[src/rtl/accum_pkg.sv]
// Shared types and default geometry for the accumulator drain sequencer.
package accum_pkg;

  localparam int unsigned ACC_NUM_BANKS  = 4;
  localparam int unsigned ACC_ADDR_WIDTH = 9;
  localparam int unsigned ACC_DATA_WIDTH = 64;
  localparam int unsigned ACC_FIFO_DEPTH = 4;

  // Length field must represent a full sweep of 2^addr_width rows.
  function automatic int unsigned len_width(input int unsigned addr_width);
    return addr_width + 1;
  endfunction

  localparam int unsigned ACC_LEN_WIDTH = len_width(ACC_ADDR_WIDTH);

  typedef enum logic [1:0] {
    IDLE,
    RUN,
    WAIT,
    DONE
  } drain_state_e;

  typedef struct packed {
    logic [ACC_NUM_BANKS*ACC_DATA_WIDTH-1:0] data;
    logic                                    last;
  } row_entry_t;

endpackage

[src/rtl/accum_drain_fifo.sv]
// Synchronous FIFO with registered storage and occupancy count; any depth >= 1.
module accum_drain_fifo #(
  parameter int unsigned WIDTH = 257,
  parameter int unsigned DEPTH = 4
) (
  input  logic                       clk,
  input  logic                       rstn,
  input  logic                       push_i,
  input  logic [WIDTH-1:0]           push_data_i,
  input  logic                       pop_i,
  output logic [WIDTH-1:0]           head_o,
  output logic [$clog2(DEPTH+1)-1:0] count_o
);

  localparam int unsigned PTR_W = (DEPTH > 1) ? $clog2(DEPTH) : 1;
  localparam int unsigned CNT_W = $clog2(DEPTH + 1);

  logic [WIDTH-1:0] mem_q [DEPTH];
  logic [WIDTH-1:0] mem_d [DEPTH];
  logic [PTR_W-1:0] wptr_q, wptr_d;
  logic [PTR_W-1:0] rptr_q, rptr_d;
  logic [CNT_W-1:0] count_q, count_d;
  logic             full;

  assign full    = (count_q == CNT_W'(DEPTH));
  assign head_o  = mem_q[rptr_q];
  assign count_o = count_q;

  always_comb begin
    mem_d   = mem_q;
    wptr_d  = wptr_q;
    rptr_d  = rptr_q;
    count_d = count_q + CNT_W'(push_i) - CNT_W'(pop_i);
    if (push_i) begin
      mem_d[wptr_q] = push_data_i;
      wptr_d        = (wptr_q == PTR_W'(DEPTH - 1)) ? '0 : wptr_q + PTR_W'(1);
    end
    if (pop_i) begin
      rptr_d = (rptr_q == PTR_W'(DEPTH - 1)) ? '0 : rptr_q + PTR_W'(1);
    end
  end

  always_ff @(posedge clk or negedge rstn) begin
    if (!rstn) begin
      for (int unsigned i = 0; i < DEPTH; i++) begin
        mem_q[i] <= '0;
      end
      wptr_q  <= '0;
      rptr_q  <= '0;
      count_q <= '0;
    end else begin
      mem_q   <= mem_d;
      wptr_q  <= wptr_d;
      rptr_q  <= rptr_d;
      count_q <= count_d;
    end
  end

  a_no_overflow : assert property (@(posedge clk) disable iff (!rstn)
    !(push_i && full && !pop_i));
  a_no_underflow : assert property (@(posedge clk) disable iff (!rstn)
    !(pop_i && (count_q == '0)));

endmodule

[src/rtl/accum_drain_ctrl.sv]
// Drains a row range of the accumulator banks to a ready/valid stream,
// optionally zeroing each row behind the read.
module accum_drain_ctrl
  import accum_pkg::*;
#(
  parameter int unsigned NUM_BANKS  = ACC_NUM_BANKS,
  parameter int unsigned ADDR_WIDTH = ACC_ADDR_WIDTH,
  parameter int unsigned DATA_WIDTH = ACC_DATA_WIDTH,
  parameter int unsigned FIFO_DEPTH = ACC_FIFO_DEPTH,
  parameter int unsigned LEN_WIDTH  = len_width(ADDR_WIDTH)
) (
  input  logic                            clk,
  input  logic                            rstn,
  input  logic                            start,
  input  logic [ADDR_WIDTH-1:0]           base_addr,
  input  logic [LEN_WIDTH-1:0]            len,
  input  logic [NUM_BANKS-1:0]            bank_mask,
  input  logic                            clear_en,
  output logic                            busy,
  output logic                            done,
  output logic                            rd_valid,
  input  logic                            rd_ready,
  output logic [ADDR_WIDTH-1:0]           rd_addr,
  output logic [NUM_BANKS-1:0]            rd_mask,
  output logic                            wr_valid,
  input  logic                            wr_ready,
  output logic [ADDR_WIDTH-1:0]           wr_addr,
  output logic [NUM_BANKS-1:0]            wr_mask,
  output logic                            wvalid,
  input  logic                            wready,
  output logic [NUM_BANKS*DATA_WIDTH-1:0] wdata,
  output logic                            accum_en,
  input  logic                            rvalid,
  input  logic [NUM_BANKS*DATA_WIDTH-1:0] rdata,
  output logic                            out_valid,
  input  logic                            out_ready,
  output logic [NUM_BANKS*DATA_WIDTH-1:0] out_data,
  output logic                            out_last
);

  localparam int unsigned ROW_W = NUM_BANKS * DATA_WIDTH;
  localparam int unsigned CNT_W = $clog2(FIFO_DEPTH + 1);

  drain_state_e          state_q, state_d;
  logic [ADDR_WIDTH-1:0] addr_q, addr_d;
  logic [LEN_WIDTH-1:0]  remain_q, remain_d;
  logic [LEN_WIDTH-1:0]  rx_left_q, rx_left_d;
  logic [NUM_BANKS-1:0]  mask_q, mask_d;
  logic                  clr_en_q, clr_en_d;
  logic [1:0]            inflight_q, inflight_d;
  logic                  clr_pend_q, clr_pend_d;
  logic [ADDR_WIDTH-1:0] clr_addr_q, clr_addr_d;

  logic [CNT_W-1:0]      fifo_count;
  logic [ROW_W:0]        fifo_head;
  logic [ROW_W-1:0]      rdata_masked;
  logic                  credit_ok;
  logic                  wr_fire;
  logic                  rd_fire;
  logic                  accept;
  logic                  pop;
  logic                  drained;

  // The read return cannot be stalled, so every row in flight must already
  // own a FIFO slot before its read command is issued.
  assign credit_ok = (32'(fifo_count) + 32'(inflight_q)) < FIFO_DEPTH;
  assign wr_fire   = clr_pend_q && wr_ready && wready;
  assign rd_valid  = (state_q == RUN) && credit_ok && !(clr_pend_q && !wr_fire);
  assign rd_fire   = rd_valid && rd_ready;
  assign accept    = rvalid && (state_q != IDLE) && (inflight_q != 2'd0);
  assign out_valid = (fifo_count != '0);
  assign pop       = out_valid && out_ready;

  assign drained = (inflight_q == 2'd0) &&
                   ((fifo_count == '0) || ((fifo_count == CNT_W'(1)) && pop)) &&
                   (!clr_pend_q || wr_fire);

  always_comb begin
    rdata_masked = '0;
    for (int unsigned b = 0; b < NUM_BANKS; b++) begin
      rdata_masked[b*DATA_WIDTH +: DATA_WIDTH] =
        mask_q[b] ? rdata[b*DATA_WIDTH +: DATA_WIDTH] : '0;
    end
  end

  always_comb begin
    state_d    = state_q;
    addr_d     = addr_q;
    remain_d   = remain_q;
    rx_left_d  = rx_left_q;
    mask_d     = mask_q;
    clr_en_d   = clr_en_q;
    clr_pend_d = clr_pend_q;
    clr_addr_d = clr_addr_q;
    inflight_d = inflight_q + 2'(rd_fire) - 2'(accept);

    if (accept) begin
      rx_left_d = rx_left_q - LEN_WIDTH'(1);
    end

    if (rd_fire && clr_en_q) begin
      clr_pend_d = 1'b1;
      clr_addr_d = addr_q;
    end else if (wr_fire) begin
      clr_pend_d = 1'b0;
    end

    unique case (state_q)
      IDLE: begin
        if (start) begin
          addr_d    = base_addr;
          remain_d  = len;
          rx_left_d = len;
          mask_d    = bank_mask;
          clr_en_d  = clear_en;
          state_d   = (len == '0) ? DONE : RUN;
        end
      end
      RUN: begin
        if (rd_fire) begin
          addr_d   = addr_q + ADDR_WIDTH'(1);
          remain_d = remain_q - LEN_WIDTH'(1);
          if (remain_q == LEN_WIDTH'(1)) begin
            state_d = WAIT;
          end
        end
      end
      WAIT: begin
        if (drained) begin
          state_d = DONE;
        end
      end
      DONE: begin
        state_d = IDLE;
      end
      default: state_d = IDLE;
    endcase
  end

  always_ff @(posedge clk or negedge rstn) begin
    if (!rstn) begin
      state_q    <= IDLE;
      addr_q     <= '0;
      remain_q   <= '0;
      rx_left_q  <= '0;
      mask_q     <= '0;
      clr_en_q   <= 1'b0;
      inflight_q <= '0;
      clr_pend_q <= 1'b0;
      clr_addr_q <= '0;
    end else begin
      state_q    <= state_d;
      addr_q     <= addr_d;
      remain_q   <= remain_d;
      rx_left_q  <= rx_left_d;
      mask_q     <= mask_d;
      clr_en_q   <= clr_en_d;
      inflight_q <= inflight_d;
      clr_pend_q <= clr_pend_d;
      clr_addr_q <= clr_addr_d;
    end
  end

  accum_drain_fifo #(
    .WIDTH (ROW_W + 1),
    .DEPTH (FIFO_DEPTH)
  ) u_fifo (
    .clk         (clk),
    .rstn        (rstn),
    .push_i      (accept),
    .push_data_i ({rdata_masked, (rx_left_q == LEN_WIDTH'(1))}),
    .pop_i       (pop),
    .head_o      (fifo_head),
    .count_o     (fifo_count)
  );

  assign busy     = (state_q != IDLE);
  assign done     = (state_q == DONE);
  assign rd_addr  = addr_q;
  assign rd_mask  = mask_q;
  assign wr_valid = clr_pend_q;
  assign wvalid   = clr_pend_q;
  assign wr_addr  = clr_addr_q;
  assign wr_mask  = mask_q;
  assign wdata    = '0;
  assign accum_en = 1'b0;
  assign out_data = fifo_head[ROW_W:1];
  assign out_last = fifo_head[0];

endmodule

[config.mk]
export PLATFORM = sky130hd
export DESIGN_NAME = accum_drain_ctrl
export DESIGN_NICKNAME = d
export VERILOG_FILES = /design/src/rtl/accum_pkg.sv /design/src/rtl/accum_drain_fifo.sv /design/src/rtl/accum_drain_ctrl.sv
export SDC_FILE = /design/constraint.sdc
export NUM_CORES = 2
export LEC_CHECK = 0
export BUFFER_PORTS_ARGS = -buffer_cell sky130_fd_sc_hd__buf_2
export CORE_ASPECT_RATIO = 0.9
export CORE_UTILIZATION = 45
export CTS_CLUSTER_SIZE = 40
export DETAILED_ROUTE_END_ITERATION = 10
export PLACE_DENSITY = 0.66
export SLEW_MARGIN = 20
export SYNTH_ARGS = -nofsm -noshare
export SYNTH_HDL_FRONTEND = slang
export SYNTH_SLANG_ARGS = --single-unit
[constraint.sdc]
create_clock -name clk -period 4 [get_ports clk]
set_input_delay 0.2 -clock clk [delete_from_list [all_inputs] [get_ports clk]]
set_output_delay 0.2 -clock clk [all_outputs]
set_load 0.03 [all_outputs]
-- Word level (Yosys, flattened, before mapping)
Cells that the tools add are included.
- word-level logic and storage cells: 104
- flip-flop bits (word level): 1083
- equality and inequality tests: 12
- reduce and logical (&&, ||, !) cells: 31
- bitwise operators: 2
- muxes and demuxes: 29
- add/sub/neg operators: 10
- order comparisons: 4
- operator list (operator ; count):
    1028-bit bitwise mux ; 1
    257-bit 2-to-1 mux ; 3
    257-bit binary-select mux with 2-bit select ; 1
    257-bit demux with 2-bit select ; 1
    64-bit 2-to-1 mux ; 4
    10-bit 2-to-1 mux ; 5
    10-bit by 1-bit equality test with 1-bit output, second input constant ; 2
    10-bit one-hot mux with 2 select lines ; 1
    10-bit by 1-bit subtractor with 10-bit output, second input constant ; 2
    9-bit 2-to-1 mux ; 2
    9-bit one-hot mux with 2 select lines ; 1
    1-bit logical AND ; 14
    2-bit 2-to-1 mux ; 7
    10-bit logical NOT ; 1
    9-bit by 1-bit adder with 9-bit output, second input constant ; 1
    2-bit equality test, second input constant ; 4
    2-bit one-hot mux with 4 select lines ; 1
    2-bit nonzero test ; 4
    3-bit >= comparator, second input constant ; 2
    2-bit != test, second input constant ; 3
    2-bit NOT with 3-bit output ; 2
    2-bit by 1-bit adder with 2-bit output, second input constant ; 2
    3-bit by 2-bit adder with 4-bit output ; 1
    2-bit logical NOT ; 2
    other kinds (17) ; 21

-- Longest topological paths before layout
- depth in word-level cells: 9
- mapped depth: 11
- depth with buffers taken out: 10

-- By module
A second synthesis with hierarchy kept.
- cell total of the unflattened synthesis: 3386
- area total of the unflattened synthesis: 51217.9 um^2
- by module, submodules not included (module ; area an instance (um^2) ; times used ; cells an instance):
    accum_drain_fifo ; 44730.4 ; 1 ; 2518
    accum_drain_ctrl ; 6487.5 ; 1 ; 868

-- Least setup slack after synthesis
No wires, ideal clock.
- path type: reg-to-reg
- start: register u_fifo.count_q[1], in the netlist u_fifo.count_o[1]
- end: register u_fifo.count_q[2], in the netlist u_fifo.count_o[2]
- path buffers: 0
- slack: 1587 ps
- cell stages (with the launch flop): 10
- data arrival time: 2333 ps
- period minus slack after synthesis: 2413 ps
- setup time: 80 ps
- required time: 3920 ps
- path through: dfrtp_1 > or3_1 > nand2_1 > inv_1 > ha_1 > inv_1 > ha_1 > fa_1 > xnor2_1 > xnor2_1
- word-level cells in the longest chain between the ends: 3
- ends and longest elaborated chain (what ; line ; text):
    start, declared ; accum_drain_fifo.sv:22 ; logic [CNT_W-1:0] count_q, count_d;
    start signal, assigned ; accum_drain_fifo.sv:55 ; count_q <= count_d;
    3-bit nonzero test ; accum_drain_ctrl.sv:71 ; assign out_valid = (fifo_count != '0);
    named net out_valid ; accum_drain_ctrl.sv:35 ; output logic out_valid,
    1-bit logical AND ; accum_drain_ctrl.sv:72 ; assign pop = out_valid && out_ready;
    named net pop ; accum_drain_ctrl.sv:61 ; logic pop;
    3-bit by 1-bit subtractor with 3-bit output ; accum_drain_fifo.sv:33 ; count_d = count_q + CNT_W'(push_i) - CNT_W'(pop_i);
    named net u_fifo.count_d[2] ; accum_drain_fifo.sv:22 ;
The timed path passes the listed nets, and every way through them passes these cells.
A chain may end at the register's enable or synchronous reset.

-- Final worst setup path
- start: register u_fifo.rptr_q[0]
- end: output port out_data[197]
- word-level cells in the longest chain between the ends: 4
- ends and longest elaborated chain (what ; line ; text):
    start, declared ; accum_drain_fifo.sv:21 ; logic [PTR_W-1:0] rptr_q, rptr_d;
    start signal, assigned ; accum_drain_fifo.sv:54 ; rptr_q <= rptr_d;
    2-bit NOT with 3-bit output (implied by the code) ; accum_drain_fifo.sv:26 ; assign head_o = mem_q[rptr_q];
    257-bit binary-select mux with 2-bit select ; accum_drain_fifo.sv:26 ;
    257-bit 2-to-1 mux (implied by the code) (2 in series) ; accum_drain_fifo.sv:26 ;
    end, declared ; accum_drain_ctrl.sv:37 ; output logic [NUM_BANKS*DATA_WIDTH-1:0] out_data,
Every way passes these cells. The select of a mux whose other input is x is not followed.

==> out/qor.yml <==
timing:
  setup_violations: 0
  slew-limit-headroom_pct: 31.4
  finalSetupTns_ps: 0
  rsz0062_at_grt: "no"
  fin_worst_skew_ps: 31.9
  worst_slew_pin_slew_ps: 1030
  clock.fmax_mhz: 321
  fin_crit_sh_pct: 77.9
  hold_viol: 0
  maxSlewViolCount: 0
  fin_crit_ps: 3120
placed_design:
  place_congestion: 0.852
  place_hpwl_um: 78800
  placed_area_mm2: 0.0513
  io_buffers: 576
  dp_cells: 6205
worst_setup_path:
  r2r-end: "u_fifo.mem_q[344]"
  critPathCapture: "out_data[197]"
  crit_type: "reg -> out"
  r2r-start: "state_q[0]"
  required_ps: 3800
  cp_max_fo: 32
  r2r_cells: 9
  cpPeakStageDelay_ps: 700
  critPathLaunch: "u_fifo.rptr_q[0]"
  path_cells: "buf_4, mux4_2, buf_2"
  r2r_slack_ps: 960
  crit_path_top_delay_cell: "dfrtp_4"
  start_kind: "flip-flop"
  cp_data_arrival_time_ps: 2920
  critPathCaptureType: "output pin"
global_routing:
  track_usage_pct: 22.7
  antenna_found_initial: 8
  grt_overflow: 0
  grt_pass1_vias: 35211
  grt_max_degree: 185
  grt_pass1_wl_um: 197000
synth:
  synth_area_leaders: "dfrtp_1, mux4_2, o21ai_0"
  yosysWarnings: 0
  synthArstFlopShare_pct: 100
  synthesis.area_mm2: 0.0480
  yosysTopAreaCell: "dfrtp_1"
  synth.top_cells.by_count: "nand2_1, dfrtp_1, o21ai_0"
  synth_ff_type: "dfrtp_1"
  synthCells: 4481
  synth_top_cell_area_share_pct: 56.5
  syn_area_per_cell_um2: 10.7
  synthDistinctLibCells: 62
  yosysMostFrequentCell: "nand2_1"
  synth_edf_count: 0
  ys_seq_area_share_pct: 56.5
  ys_seq_elements: 1083
outcome:
  status: "complete, no violations"
layout:
  syn2layout_area_growth_pct: 21.0
  drive_above_1_share_pct: 21.6
  final_cells: 6697
  final_area_mm2: 0.0580
  nets: 5530
  final_core_util_pct: 54.9
power:
  power.leakage_nw: 27.4
  seq_power_share_pct: 37.2
  swShare_pct: 40.4
  pwr-share-comb_pct: 39.7
  pwr_density_cell_mw_per_mm2: 812
  intPower_mw: 28.1
  clkPwrFrac_pct: 23.1
  irDropWorstVdd_uv: 536
  net-switching-power_mw: 19.0
detailed_routing:
  ant_nets: 0
  vias: 34880
  dr.pass1.iters: 5
  routedWlPerCell_um: 18.4
  dr.first_iter.drc_count: 2479
  drc: 0
  vias_per_cell: 5.21
  drt_wl_total_um: 123000
clocking:
  htree_levels: 3
  numCtsBuffers: 109
  clk_pin_slew_ps: 60
  ctsHoldBuffers: 286
  clock-sinks: 1083
  cts_root_buffer: "clkbuf_16"
  cts_setup_buffers: 0
  cts-resized-gates: 0
  clk_latency_ps: 700
  cts_tree: "built"
  cts_buffer_depth: 3
floorplanning:
  ios: 834
  coreArea_mm2: 0.106
  die_x_um: 346
  num_rows: 113
  die_y_um: 312
  die_area_mm2: 0.108
  initial_utilization_pct: 45.4
min_path:
  min_path_type: "in -> async"
flow_run:
  cap_violations: 0
how the worst min path moves through the flow:
stage                   from                 to  slack (ps)  depth (start not counted)
CTS                 rd_ready         state_q[1]         180                          5
floorplan               rstn           clr_en_q        -100                          0
global route        rd_ready         state_q[0]         230                          5
detailed placement      rstn  u_fifo.mem_q[549]         370                          1
finish                  rstn  u_fifo.mem_q[549]         200                          2
global placement        rstn  u_fifo.mem_q[549]         360                          1
critical path, delay by kind of cell (launching register included):
kind	cells	cell delay, ps
buffers and inverters	2	860
multiplexers	1	640
flip-flops	1	700
stage by stage:
step | worst slack [ps] | hold WS [ps] | power [mW]
5_1_grt | 707 | 229 | 49.8
4_1_cts | 762 | 182 | 47.4
3_3_place_gp | 1170 | 359 | 35.7
3_5_place_dp | 1080 | 366 | 36.2
2_1_floorplan | 1590 | -95.6 | 30.5
6_report | 884 | 196 | 47.1
cells in the final DEF, fill, tap and decap left out, drive strengths merged, types with 3 or more instances in the layout:
| master | Yosys | routed |
|---|---|---|
| nand2 | 1305 | 1305 |
| dfrtp | 1083 | 1083 |
| o21ai | 1043 | 1043 |
| buf | 418 | 669 |
| dlygate4sd3 | 0 | 286 |
| mux4 | 257 | 257 |
| conb | 1 | 257 |
| clkbuf | 163 | 164 |
| nor2 | 34 | 34 |
| a21oi | 25 | 25 |
| inv | 18 | 21 |
| ha | 19 | 19 |
| clkinv | 0 | 19 |
| mux2 | 15 | 15 |
| bufinv | 0 | 13 |
| xnor2 | 10 | 10 |
| nor3 | 10 | 10 |
| nand3 | 8 | 8 |
| xor2 | 7 | 7 |
| nand4 | 7 | 7 |
| diode | 0 | 5 |
| nor4 | 5 | 5 |
| o22ai | 4 | 4 |
| a22oi | 4 | 4 |
| or3 | 3 | 3 |
| nand4b | 3 | 3 |
| a311oi | 3 | 3 |
| mux2i | 3 | 3 |
cell type report:
| type | count | area [um^2] |
|---|---|---|
| clock inverter | 37 | 601 |
| timing repair buffer | 955 | 6830 |
| clock buffer | 164 | 3260 |
| antenna | 5 | 12.5 |
| fill | 8920 | 47600 |
| tap | 1380 | 1730 |
| sequential | 1083 | 27100 |
| multi-input combinational | 3055 | 18400 |
| inverter | 18 | 70.1 |
power groups by stage:
stage / clock network (mW) / registers (mW) / logic (mW)
2_1_floorplan: 0 / 16.7 / 13.7
3_3_place_gp: 0 / 17.5 / 18.2
3_5_place_dp: 0 / 17.6 / 18.5
4_1_cts: 11.1 / 17.5 / 18.8
5_1_grt: 11.5 / 18.0 / 20.3
6_report: 10.9 / 17.5 / 18.7
layer usage:
layer  GRT usage (%)  vias to the layer above  share of wire [%]
met5               0                        -              0.026
met4            7.38                        6                3.1
met3            4.51                      243                5.6
met2            37.0                     1043                 48
met1            30.6                    17308                 43
li1                -                    16280                  -
sequential cells by signal (all words and copies together), names as in the netlist:
name,cells
u_fifo.mem_q,1028
remain_q,10
rx_left_q,10
rd_addr,9
wr_addr,9
rd_mask,4
u_fifo.count_o,3
inflight_q,2
state_q,2
u_fifo.rptr_q,2
u_fifo.wptr_q,2
clr_en_q,1
wr_valid,1
cells by family after synthesis:
kind of cell / Yosys count / share of synthesized area (%)
AOI/OAI and AO/OA: 1096 / 11.7
xor gates and xnor gates: 17 / 0.310
adders and majority gates: 20 / 0.537
buffers and inverters: 599 / 7.19
DFF: 1083 / 56.5
muxes: 275 / 12.5
other: 1 / 0.00782
and+or+nand+nor: 1390 / 11.2
No activity file was read; power rests on OpenSTA's default activity.
